**src/rtl/maxpool_2x2_stream_if.sv**
```systemverilog
// Stream bundle for the 2x2 max-pool stage: conv samples in, pooled samples out.
interface maxpool_2x2_stream_if #(
  parameter int W  = 20,
  parameter int CW = 4
);
  logic          start;
  logic          in_valid;
  logic [W-1:0]  in_data;
  logic          out_valid;
  logic [W-1:0]  out_data;
  logic [CW-1:0] out_row;
  logic [CW-1:0] out_col;
  logic          frame_done;
  logic          busy;

  modport master (
    output start, in_valid, in_data,
    input  out_valid, out_data, out_row, out_col, frame_done, busy
  );

  modport slave (
    input  start, in_valid, in_data,
    output out_valid, out_data, out_row, out_col, frame_done, busy
  );
endinterface

```
**src/rtl/maxpool_2x2_stream.sv**
```systemverilog
// Streaming 2x2 stride-2 max-pool over a DIM x DIM raster, one-row line buffer.
// Define MAXPOOL_RELU_EN to clamp negative pooled results to zero.
module maxpool_2x2_stream #(
  parameter int DIM = 26,
  parameter int W   = 20,
  parameter int CW  = $clog2(DIM/2)
) (
  input  logic clk,
  input  logic rst,
  maxpool_2x2_stream_if.slave bus
);
  localparam int RW = $clog2(DIM);

  typedef enum logic [1:0] {IDLE, RUN, DONE} state_t;

  state_t               state, state_nxt;
  logic [RW-1:0]        r, c, r_nxt, c_nxt;
  logic                 accept, last_px, emit;
  logic [CW-1:0]        half_c;
  logic signed [W-1:0]  x, h, lb_rd, cand, pooled;
  logic signed [W-1:0]  lb [DIM/2];

  logic          out_valid_q, frame_done_q;
  logic [W-1:0]  out_data_q;
  logic [CW-1:0] out_row_q, out_col_q;

  function automatic logic signed [W-1:0] smax(input logic signed [W-1:0] a,
                                               input logic signed [W-1:0] b);
    return (a > b) ? a : b;
  endfunction

  assign x       = $signed(bus.in_data);
  assign accept  = (state == RUN) && bus.in_valid;
  assign last_px = (r == RW'(DIM-1)) && (c == RW'(DIM-1));
  assign emit    = accept && r[0] && c[0];
  assign half_c  = CW'(c >> 1);
  assign lb_rd   = lb[half_c];
  assign cand    = smax(h, x);

`ifdef MAXPOOL_RELU_EN
  assign pooled = (cand < 0) ? '0 : cand;
`else
  assign pooled = cand;
`endif

  always_comb begin
    state_nxt = state;
    r_nxt     = r;
    c_nxt     = c;
    case (state)
      IDLE: if (bus.start) begin
        state_nxt = RUN;
        r_nxt     = '0;
        c_nxt     = '0;
      end
      RUN: if (accept) begin
        if (last_px) begin
          state_nxt = DONE;
          r_nxt     = '0;
          c_nxt     = '0;
        end else if (c == RW'(DIM-1)) begin
          c_nxt = '0;
          r_nxt = r + 1'b1;
        end else begin
          c_nxt = c + 1'b1;
        end
      end
      DONE:    state_nxt = IDLE;
      default: state_nxt = IDLE;
    endcase
  end

  always_ff @(posedge clk or posedge rst) begin
    if (rst) begin
      state <= IDLE;
      r     <= '0;
      c     <= '0;
    end else begin
      state <= state_nxt;
      r     <= r_nxt;
      c     <= c_nxt;
    end
  end

  // Even rows fold pairs into lb; odd rows fold lb back in and close the window.
  always_ff @(posedge clk) begin
    if (accept) begin
      if (!r[0]) begin
        if (!c[0]) h <= x;
        else       lb[half_c] <= cand;
      end else if (!c[0]) begin
        h <= smax(lb_rd, x);
      end
    end
  end

  always_ff @(posedge clk or posedge rst) begin
    if (rst) begin
      out_valid_q  <= 1'b0;
      frame_done_q <= 1'b0;
      out_data_q   <= '0;
      out_row_q    <= '0;
      out_col_q    <= '0;
    end else begin
      out_valid_q  <= emit;
      frame_done_q <= accept && last_px;
      if (emit) begin
        out_data_q <= pooled;
        out_row_q  <= CW'(r >> 1);
        out_col_q  <= half_c;
      end
    end
  end

  assign bus.out_valid  = out_valid_q;
  assign bus.frame_done = frame_done_q;
  assign bus.out_data   = out_data_q;
  assign bus.out_row    = out_row_q;
  assign bus.out_col    = out_col_q;
  assign bus.busy       = (state != IDLE);
endmodule

```
**src/flat_wrapper.sv**
```systemverilog
// flat-port wrapper written by rule: the top's interface ports become plain ports
module maxpool_2x2_stream_flat 
#(
  parameter int DIM = 26,
  parameter int W   = 20,
  parameter int CW  = $clog2(DIM/2)
)
  (clk, rst, bus_start, bus_in_valid, bus_in_data, bus_out_valid, bus_out_data, bus_out_row, bus_out_col, bus_frame_done, bus_busy);
  maxpool_2x2_stream_if #(.W(W), .CW(CW)) bus_i ();
  input  logic clk;
  input  logic rst;
  input wire logic [$bits(bus_i.start)-1:0] bus_start;
  input wire logic [$bits(bus_i.in_valid)-1:0] bus_in_valid;
  input wire logic [$bits(bus_i.in_data)-1:0] bus_in_data;
  output wire logic [$bits(bus_i.out_valid)-1:0] bus_out_valid;
  output wire logic [$bits(bus_i.out_data)-1:0] bus_out_data;
  output wire logic [$bits(bus_i.out_row)-1:0] bus_out_row;
  output wire logic [$bits(bus_i.out_col)-1:0] bus_out_col;
  output wire logic [$bits(bus_i.frame_done)-1:0] bus_frame_done;
  output wire logic [$bits(bus_i.busy)-1:0] bus_busy;
  assign bus_i.start = bus_start;
  assign bus_i.in_valid = bus_in_valid;
  assign bus_i.in_data = bus_in_data;
  assign bus_out_valid = bus_i.out_valid;
  assign bus_out_data = bus_i.out_data;
  assign bus_out_row = bus_i.out_row;
  assign bus_out_col = bus_i.out_col;
  assign bus_frame_done = bus_i.frame_done;
  assign bus_busy = bus_i.busy;
  maxpool_2x2_stream #(.DIM(DIM), .W(W), .CW(CW)) u_core (.clk(clk), .rst(rst), .bus(bus_i));
endmodule
```
**config.mk**
```make
export PLATFORM = sky130hd
export DESIGN_NAME = maxpool_2x2_stream_flat
export DESIGN_NICKNAME = d
export VERILOG_FILES = /design/src/rtl/maxpool_2x2_stream_if.sv /design/src/rtl/maxpool_2x2_stream.sv /design/src/flat_wrapper.sv
export SDC_FILE = /design/constraint.sdc
export NUM_CORES = 1
export LEC_CHECK = 0
export BUFFER_PORTS_ARGS = -buffer_cell sky130_fd_sc_hd__buf_2
export CAP_MARGIN = 20
export CELL_PAD_IN_SITES_DETAIL_PLACEMENT = 0
export CELL_PAD_IN_SITES_GLOBAL_PLACEMENT = 1
export CORE_ASPECT_RATIO = 1.25
export CORE_UTILIZATION = 45
export DETAILED_ROUTE_END_ITERATION = 10
export PLACE_DENSITY_LB_ADDON = 0.1
export SLEW_MARGIN = 10
export SYNTH_ARGS = -nofsm -noshare
export SYNTH_HDL_FRONTEND = slang
export SYNTH_SLANG_ARGS = --single-unit
```
**constraint.sdc**
```tcl
create_clock -name clk -period 11.1 [get_ports clk]
set_input_delay 0.555 -clock clk [delete_from_list [all_inputs] [get_ports clk]]
set_output_delay 0.555 -clock clk [all_outputs]
set_load 0.05 [all_outputs]
```
# Word level (Yosys, flattened, before mapping)

Memories as Yosys holds them, arrays and structs flattened.
Index checks and enable logic that the tools add are counted.

Bits in writable memories: 260
Memories kept: 1
Word-level logic and storage cells: 56
Bits of input ports: 24
Flip-flop bits (word level): 62
Output and inout port bits: 31

Memories:

| name      | words | bits a word | rd ports | clocked after Yosys merged registers in | write ports | RTL line                 | source |
|---|---|---|---|---|---|---|---|
| u_core.lb | 13    | 20          | 1        | 0                                       | 1           | maxpool_2x2_stream.sv:21 | `logic signed [W-1:0] lb [DIM/2];` |

Mux-type cells: 22
Reductions and logical operators: 12
$add $sub $neg: 2
Equal/unequal tests: 7
Bitwise operators: 1
$lt $le $gt $ge: 2

Operators by type and width:

| kind                                                                  | number |
|---|---|
| 20-bit 2-to-1 mux                                                     | 5 |
| 20-bit > comparator                                                   | 2 |
| 5-bit 2-to-1 mux                                                      | 7 |
| 5-bit one-hot mux with 2 select lines                                 | 2 |
| 5-bit by 1-bit adder with 5-bit output, second input constant         | 2 |
| 5-bit equality test, second input constant                            | 2 |
| 2-bit 2-to-1 mux                                                      | 3 |
| 3-bit AND reduction                                                   | 2 |
| 1-bit logical AND                                                     | 5 |
| 1-bit 2-to-1 mux                                                      | 4 |
| 2-bit by 1-bit != test with 1-bit output, second input constant       | 2 |
| 2-bit one-hot mux with 2 select lines                                 | 1 |
| 4-bit AND reduction                                                   | 1 |
| 2-bit nonzero test                                                    | 2 |
| 3-bit by 2-bit != test with 1-bit output, second input constant       | 1 |
| 2-bit by 1-bit equality test with 1-bit output, second input constant | 1 |
| 2-bit zero test                                                       | 1 |
| 2-bit != test, second input constant                                  | 1 |
| 2-bit AND reduction                                                   | 1 |
| 1-bit NOT                                                             | 1 |

# Depth between registers and ports, before layout

Gate-level depths: netlist (run 1).

Depth in word-level cells: 5
Gate-level depth with buffers: 15

# Worst setup path after synthesis (run 1)

No wires, ideal clock.

Path type: reg-to-reg
Start: reg u_core.c[1]
End: reg u_core.h[0], data pin
Arrival time: 3.802 ns
Data required time: 10.840 ns
Path buffers: 3
Slack: 7.038 ns
Cell stages (with the launch flop): 14
Cells stage by stage: dfrtp_1 buf_2 buf_2 mux4_2 mux4_2 ha_1 a21o_1 a21o_1 a21oi_1 o22ai_1 nor4_1 mux2i_1 buf_4 mux2_2

Cells in the longest elaborated chain, start to end: 5

Ends and longest elaborated chain:

| element                   | RTL line                 | source |
|---|---|---|
| start: declaration        | maxpool_2x2_stream.sv:17 | `logic [RW-1:0] r, c, r_nxt, c_nxt;` |
| start signal: assignment  | maxpool_2x2_stream.sv:81 | `c <= c_nxt;` |
| memory read 13 x 20 bit * | n/a                      |  |
| 20-bit > comparator       | maxpool_2x2_stream.sv:29 | `return (a > b) ? a : b;` |
| 20-bit 2-to-1 mux *       | maxpool_2x2_stream.sv:29 |  |
| 20-bit 2-to-1 mux *       | maxpool_2x2_stream.sv:91 | `end else if (!c[0]) begin` |
| 20-bit 2-to-1 mux *       | maxpool_2x2_stream.sv:88 | `if (!r[0]) begin` |
| end signal: assignment    | maxpool_2x2_stream.sv:92 | `h <= smax(lb_rd, x);` |
| end: declaration          | maxpool_2x2_stream.sv:20 | `logic signed [W-1:0] x, h, lb_rd, cand, pooled;` |

Every way passes the cells marked *; elsewhere a longest branch is shown, timed or not. The select of a mux whose other input is x is not followed.
A chain may end at the register's enable or synchronous reset.

# Final worst setup path (run 1)

Start: reg u_core.c[1]
End: reg u_core.h[4], data pin

The elaborated chain is that of the path after synthesis.

==> results of run 1 <==
[through the flow]
step	worst slack (ps)	std cells	hold slack (ps)	util [%]
finish	5288	1285	2.336	52.46
global route	4892	1285	18.84	52.46
CTS	5147	1279	295.3	52.23
detailed placement	5207	1217	457.8	48.46
global placement	5222	1217	448.4	48.46
floorplan	7038	789	431.4	-
[power by group through the flow]
| stage | combinational, W | clock [W] | sequential [W] |
|---|---|---|---|
| final | 0.00144 | 0.00116 | 0.00168 |
| after global routing | 0.00155 | 0.00121 | 0.00170 |
| after CTS | 0.00145 | 0.00118 | 0.00169 |
| after detailed placement | 0.00144 | 0 | 0.00171 |
| after global placement | 0.00141 | 0 | 0.00171 |
| after floorplan | 0.000944 | 0 | 0.00179 |
[cell usage after synthesis, drive strengths merged (2+ instances only)]
master / count / area, µm²
and3: 4 / 25.02
o21ai: 37 / 185.2
clkbuf: 22 / 82.58
edfxtp: 280 / 8408
and4: 2 / 17.52
dfrtp: 42 / 1051
nand4b: 3 / 26.28
nand2b: 5 / 31.28
mux2i: 3 / 33.78
o31ai: 4 / 30.03
inv: 27 / 101.3
mux2: 21 / 240.2
nor2: 15 / 56.30
a21o: 9 / 67.56
o211ai: 3 / 22.52
nor3: 5 / 25.02
buf: 19 / 112.6
nand2: 71 / 266.5
nand4: 9 / 56.30
mux4: 80 / 1802
nor2b: 5 / 31.28
o311ai: 19 / 249.0
or2: 5 / 31.28
a21oi: 12 / 60.06
ha: 44 / 550.5
nand3: 29 / 145.1
or3: 3 / 18.77
[logic make-up after synthesis]
| logic type | share of synthesized area, % |
|---|---|
| adders and majority gates | 3.978 |
| AOI/OAI and AO/OA | 5.009 |
| and+or+nand+nor | 5.515 |
| DFF | 68.35 |
| muxes | 15.00 |
| buffers and inverters | 2.143 |
[worst reg2reg max path: stages, from the launching register on]
cell and delay [ps]:
dfrtp_4 700, buf_4 800, mux4_2 650, mux4_2 490, ha_1 310, a21o_1 180
a21o_1 170, a21oi_1 220, o22ai_1 130, nor4_1 570, mux2i_4 900, mux2_2 420
[metal layers]
metal  part of all wire (%)  track usage (%)
met5                      0                0
met4                    2.0            6.446
met3                    4.6            2.953
met2                     51            37.74
met1                     43            29.17
[path summary, 6_finish.rpt]
kind                                                        start                                   to  slack (ps)  cells after the start
worst min register to register  u_core.bus.out_row[2]$_DFFE_PP0P_    u_core.bus.out_row[2]$_DFFE_PP0P_         470                      2
min in group clk                                        bus_start          u_core.state[0]$_DFFE_PP0P_         320                      3
worst min-delay path                                          rst  u_core.bus.out_data[10]$_DFFE_PP0P_           2                      2
worst max-delay path                      u_core.c[1]$_DFFE_PP0P_                u_core.h[4]$_DFFE_PP_        5290                     11
worst max register to register            u_core.c[1]$_DFFE_PP0P_                u_core.h[4]$_DFFE_PP_        5290                     11
max in group asynchronous                                     rst              u_core.c[1]$_DFFE_PP0P_       10580                      3
[sequential cells by signal, summed over array words and instances (netlist names)]
name and count:
u_core.lb 260, u_core.bus.out_data 20, u_core.h 20, u_core.c 5
u_core.r 5, u_core.bus.out_col 4, u_core.bus.out_row 4, u_core.state 2
u_core.bus.frame_done 1, u_core.bus.out_valid 1
[layout make-up]
| type | instances | area share, % |
|---|---|---|
| flip-flops and latches | 322 | 59.73 |
| multi-input cells | 399 | 26.47 |
| clock buffers | 50 | 6.340 |
| well taps | 401 | 3.166 |
| repair buffers | 74 | 2.811 |
| clock inverters | 12 | 0.8448 |
| inverters | 27 | 0.6396 |
==> summary by stage, run 1 <==
Outcome
The flow ran to the end, and the final reports show no timing, DRC or antenna violations.

Worst setup path
By startpoint and endpoint, the worst setup path is classified as register to register. On the worst path, the slowest cell contributes a delay of 900 ps. Counting both buffers and inverters, the worst setup path holds a total of 1. The kind of cell with the highest combined delay along the critical path is multiplexers. The nature of the critical path startpoint is a register. The critical path capture point type is a register.

For this design, the slowest cell found on the critical path is mux2i_4. For the worst setup path, the data required time is 11,350 ps. Walking the worst path, the cells encountered are buf_4 -> mux4_2 -> mux4_2 -> ha_1 -> a21o_1 -> a21o_1 -> a21oi_1 -> o22ai_1 -> nor4_1 -> mux2i_4 -> mux2_2. The maximum fanout count along the critical path is 45. The critical path data arrival time is 6060 ps.

STA
Setup repair after global routing left no endpoint under its margin. The final critical path takes up 52.36% of the cycle. Headroom to the max-slew limit came out at 24.02%. For the pin with the worst max-slew slack, the measured transition is 1134 ps. Setup total negative slack on the finished layout was measured at 0 ps. The max-slew violation count is 0. The count of endpoints failing hold in the final timing report is 0.

The clock skew is 21.64 ps. For this run, the top clock speed supported by timing is 0.1721 GHz. After layout, the minimum clock period comes to 5812 ps. The count of endpoints failing setup in the final report is 0.

Detailed routing
Dividing the detail-routed wire length by the instance count gives 26.09 µm. The remaining routing DRC violations is 0. Dividing the detail-routed via count by the number of cells gives 5.800. The number of search-and-repair iterations in the first detailed-routing pass is 5. The total wirelength of the detailed-routed design is 33,530 µm. In this run the remaining antenna-violating nets after routing total 0. The starting DRC count in detailed routing is 550. The routed layout has 7,453 vias.

Final layout
The antenna diode count is 0. The count of fill cells added during filler insertion is 2,490. In the final design database the tool counted 927 nets. Summing all flip-flop and latch instances after layout gives 0.009465 mm². The library cell used most frequently in the layout, excluding fill and tap cells, is edfxtp_1.

The area of the multi-input gates is 0.004194 mm². The top cell types in the final layout, fill and taps aside, are edfxtp_1, mux4_2, nand2_1, buf_2, ha_1. The synthesis-to-layout area growth is 14.51%. The finished cells cover 0.01585 mm². In the final layout, the share of cells above drive strength 1 is 29.64%.

Clock tree
The insertion delay to the later sink of the worst-skew pair is 520 ps. The buffer type at the clock tree root is clkbuf_16. The number of hold buffers added after CTS is 0.

The total number of H-tree levels is 2. The number of clock buffers added by TritonCTS is 35. TritonCTS built the clock tree. The longest clock path from root to sink contains 3 buffers. The post-cts sizing count is 0. The register clock-pin slew on the reported worst setup and hold paths is 60 ps. The count of buffers added by post-CTS timing repair for setup is 0. The number of clock sinks is 322.

Synth
The Yosys step of the flow raised 0 warnings. The flip-flop cell with the highest count after synthesis is edfxtp_1. After synthesis the cells add up to 0.01384 mm². In this run, synthesis produced a sequential element count of 322. The number of nets in the synthesized netlist is 857. In this run, synthesis inferred 280 flip-flops with an integrated enable.

The fraction of synthesis flops using an asynchronous set or reset pin is 13.04%. The number of distinct library cell variants in the gate-level netlist after synthesis is 47. The count of mapped cells out of synthesis is 789. The per-instance average area after synthesis is 17.54 µm². The register area share after synthesis is 68.35%.

Power and ir drop
Net switching is 33.23% of the power. Dividing total power by cell area gives a power density of 270.0 mW/mm². The analysis attributes to cell leakage a power of 5.550 nW. The part of the total power dissipated in the clock network is 27.1%. The design draws 0.004279 W. The internal portion of total power is 0.002857 W. The fraction of power consumed by sequential logic is 39.4%.

The share of power burned in combinational logic is 33.5%. The worst voltage drop across the vdd grid is 0.0001149 V. Summed over all nets, the switching power comes to 0.001422 W.

Min path
The tightest min-delay check is of the primary input to asynchronous set/reset pin type.

Global routing
The via count of the first global-routing pass is 7,735. The global-route total usage across every layer is 21.92%. The number of antenna violations at the first check in global routing is 0. Entering global routing, the biggest net connects 48 pins. Global routing finished with a remaining overflow of 0.

The first-pass GRT wire length is 49,690 µm.

Floorplan
The die covers 0.03146 mm². 55 I/O pins were placed. For this configuration, the core starts out at a cell density of 45.82%. The overall die width is 158.9 µm. The height of the die is 198.1 µm. In this run the core area contains 71 standard-cell rows.

The core area is 0.03020 mm².

Placement
The instance area after placement is 0.01464 mm². At the end of routability-driven placement, the weighted congestion stood at 0.7599. Port buffering added 54 buffers. Detailed placement ended at an HPWL of 19,850 µm.

Run
The tool flagged a number of max-cap violations equal to 0.
(Power assumes the default switching activity.)
==> run 2: changes to the inputs <==
==> constraint.sdc (replaced) <==
create_clock -name clk -period 5.3 [get_ports clk]
set_input_delay 0.265 -clock clk [delete_from_list [all_inputs] [get_ports clk]]
set_output_delay 0.265 -clock clk [all_outputs]
set_load 0.05 [all_outputs]
==> run 2 against run 1 <==
Sequential share of layout area down 0.55 points. Wire length fell by 1.4%. Maximum frequency up 18%. Sequential power increased by 120%. Highest routed layer unchanged. Worst hold slack improved by 44 ps. Utilization is 0.48 points higher. Cell area increased by 0.92%. Non-clock buffer count rose by 8.
==> summary by stage, run 2 (same netlist as run 1, synthesis figures left out) <==
Worst setup path
The worst reg2reg path depth is 12 (+1). The maximum fanout count along the critical path is 33 (-27%). The critical path is of the register to register type. The critical path capture point type is a register. The required time of the worst setup path was 5560 ps (-5790 ps). The critical path data arrival time is 5190 ps (-870 ps). The nature of the critical path startpoint is a register.

Clock tree
The CTS tree is built. The number of clock sinks is 322 (unchanged). The count of buffers added by post-CTS timing repair for setup is 0 (unchanged). The register clock-pin slew on the reported worst setup and hold paths is 60 ps (about the same). The maximum buffer depth of the clock tree is 3 (unchanged). The root buffer cell chosen for the clock tree is clkbuf_16. The insertion delay to the later sink of the worst-skew pair is 520 ps (about the same). The total clock buffers created by CTS is 35 (unchanged). The total number of H-tree levels came to 2 (unchanged). The post-cts sizing count is 0 (unchanged).

Global routing
The number of antenna violations at the first check in global routing came to 0 (unchanged). The first-pass GRT wire length is 49,400 µm (-0.57%). The global-route total usage across every layer is 21.65% (-0.27 points). The remaining global-route overflow is 0 (unchanged). The largest net degree at the start of global routing is 51 (+6.3%). The via count of the first global-routing pass came to 7,854 (+1.5%).

STA
The worst max-slew margin expressed relative to the limit is 29.16% (+5.1 points). The max-slew violation count is 0 (unchanged). The minimum period implied by the final worst setup slack came to 4929 ps (-882.7 ps). Setup repair after global routing left no endpoint under its margin.

The sum of negative setup slack came to 0 ps (unchanged). The fraction of the cycle the final worst path needs is 93.01% (+41 points). The transition time of the tightest slew-check pin is 1060 ps (-73.54 ps).

The clock skew is 17.50 ps (-4.138 ps). The setup slack of the critical path after layout is 370.7 ps (-4917 ps). The count of endpoints failing setup in the final report is 0 (unchanged). The highest clock rate is 0.2029 GHz (+18%).

The count of endpoints failing hold in the final timing report was 0 (unchanged).

Final layout
The flip-flop count of the largest register after layout is 260 (unchanged). The area of all placed cells without fillers is 0.01599 mm² (+0.92%). The count of fill cells added during filler insertion was 2,454 (-1.4%).

u_core.lb holds more flip-flops than any other register. Compared with the post-synthesis result, the final layout area differs by 15.57%. The share of final-layout standard cells stronger than drive strength 1 was 30.65% (+1.0 points). The antenna diode count came to 0 (unchanged).

The most common library cell in the layout ignoring fill and taps is edfxtp_1. The count of nets after finishing is 935 (+0.86%). Leaving out fill and tap cells, the most frequent cells in the layout are edfxtp_1, mux4_2, nand2_1, buf_2, ha_1. The final core utilization was 52.95% (+0.48 points).

Detailed routing
The remaining routing DRC violations was 0 (unchanged). The total wirelength of the detailed-routed design is 33,050 µm (-1.4%). The average detailed-routed wire length per instance is 25.52 µm (-2.2%). The vias per cell was 5.746 (-0.93%). The total vias in the final route is 7,441 (-0.16%).

The post-detailed-route count of antenna-violating nets is 0 (unchanged). The number of search-and-repair iterations in the first detailed-routing pass is 5 (unchanged). The starting DRC count in detailed routing is 577 (+4.9%).

Min path
The depth of the worst hold-timing path is 3. The classification of the worst-slack hold path is primary input to register.

Power and ir drop
The worst voltage drop across the vdd grid is 0.0002839 V (+150%). The ratio of total power to cell area is 567.2 mW/mm² (+110%). The leakage power was 5.613 nW (+1.1%). The overall power after layout came to 0.009071 W (+110%).

Floorplan
The count of standard-cell rows is 71 (unchanged). The overall die width came to 158.9 µm (unchanged). The top-level I/O count is 55 (unchanged).

The core area is 0.03020 mm² (unchanged). The effective utilization at floorplan is 45.82% (unchanged). The height of the die is 198.1 µm (unchanged). The total die area is 0.03146 mm² (unchanged).

Placement
The half-perimeter wire length of the detailed placement result is 20,360 µm (+2.6%). The weighted congestion at the end of routability-driven global placement is 0.7697 (+1.3%). The quantity of I/O buffers inserted on ports is 54 (unchanged). The worst slack at placement was 275.4 ps (-4932 ps).

The instance area after placement is 0.01477 mm² (+0.89%).

Outcome
The run finished with clean final reports.

Run
The count of maximum capacitance violations came to 0 (unchanged).
run 2: where the power goes:
part	switching (W)	internal, W
Clock	0.000974	0.00149
Combinational	0.00170	0.00129
Sequential	0.000313	0.00331
run 2: path summary, 6_finish.rpt:
kind / to / from / slack (ps)
min reg2reg: u_core.bus.out_col[3]$_DFFE_PP0P_ / u_core.bus.out_col[3]$_DFFE_PP0P_ / 480
max in group asynchronous: u_core.c[1]$_DFFE_PP0P_ / rst / 4560
min in group asynchronous: u_core.bus.out_data[3]$_DFFE_PP0P_ / rst / 210
max: u_core.h[6]$_DFFE_PP_ / u_core.c[1]$_DFFE_PP0P_ / 370
max reg2reg: u_core.h[6]$_DFFE_PP_ / u_core.c[1]$_DFFE_PP0P_ / 370
min: u_core.state[0]$_DFFE_PP0P_ / bus_start / 50
run 2: layout make-up:
cell class / count / area, µm² / share of cell area [%]
inverter: 27 / 101.3 / 0.6337
clock inverter: 15 / 168.9 / 1.056
timing repair buffer: 82 / 550.5 / 3.442
multi-input combinational: 399 / 4194 / 26.22
tap: 401 / 501.7 / 3.137
clock buffer: 49 / 1011 / 6.321
sequential: 322 / 9465 / 59.18
run 2: layer usage:
layer | vias up | part of all wire [%] | GRT usage [%]
met5 | - | 0 | 0
li1 | 3316 | - | -
met2 | 181 | 51 | 37.52
met4 | 0 | 1.9 | 5.769
met1 | 3895 | 43 | 28.33
met3 | 49 | 4.2 | 3.666
run 2: what timing repair did:
action | 4_1_cts | 5_1_grt
hold buffers | 0 | 1
hold endpoints to repair | 0 | 8
setup endpoints to repair | 0 | 0
run 2: per-stage QoR:
stage | instances | hold slack (ps)
after floorplan | 789 | 375.2
after global placement | 1226 | 445.2
after detailed placement | 1226 | 470.1
after CTS | 1290 | 22.74
after global routing | 1295 | 43.27
final | 1295 | 46.05
run 2: worst max-delay path: stages, from the launching register on:
cell and delay (ps):
dfrtp_4 850, buf_4 320, mux4_2 510, mux4_2 500
ha_1 310, nand4_1 220, or2_1 230, or3_1 180
a21oi_1 60, nor4_1 500, mux2i_4 320, buf_4 280
mux2_2 370
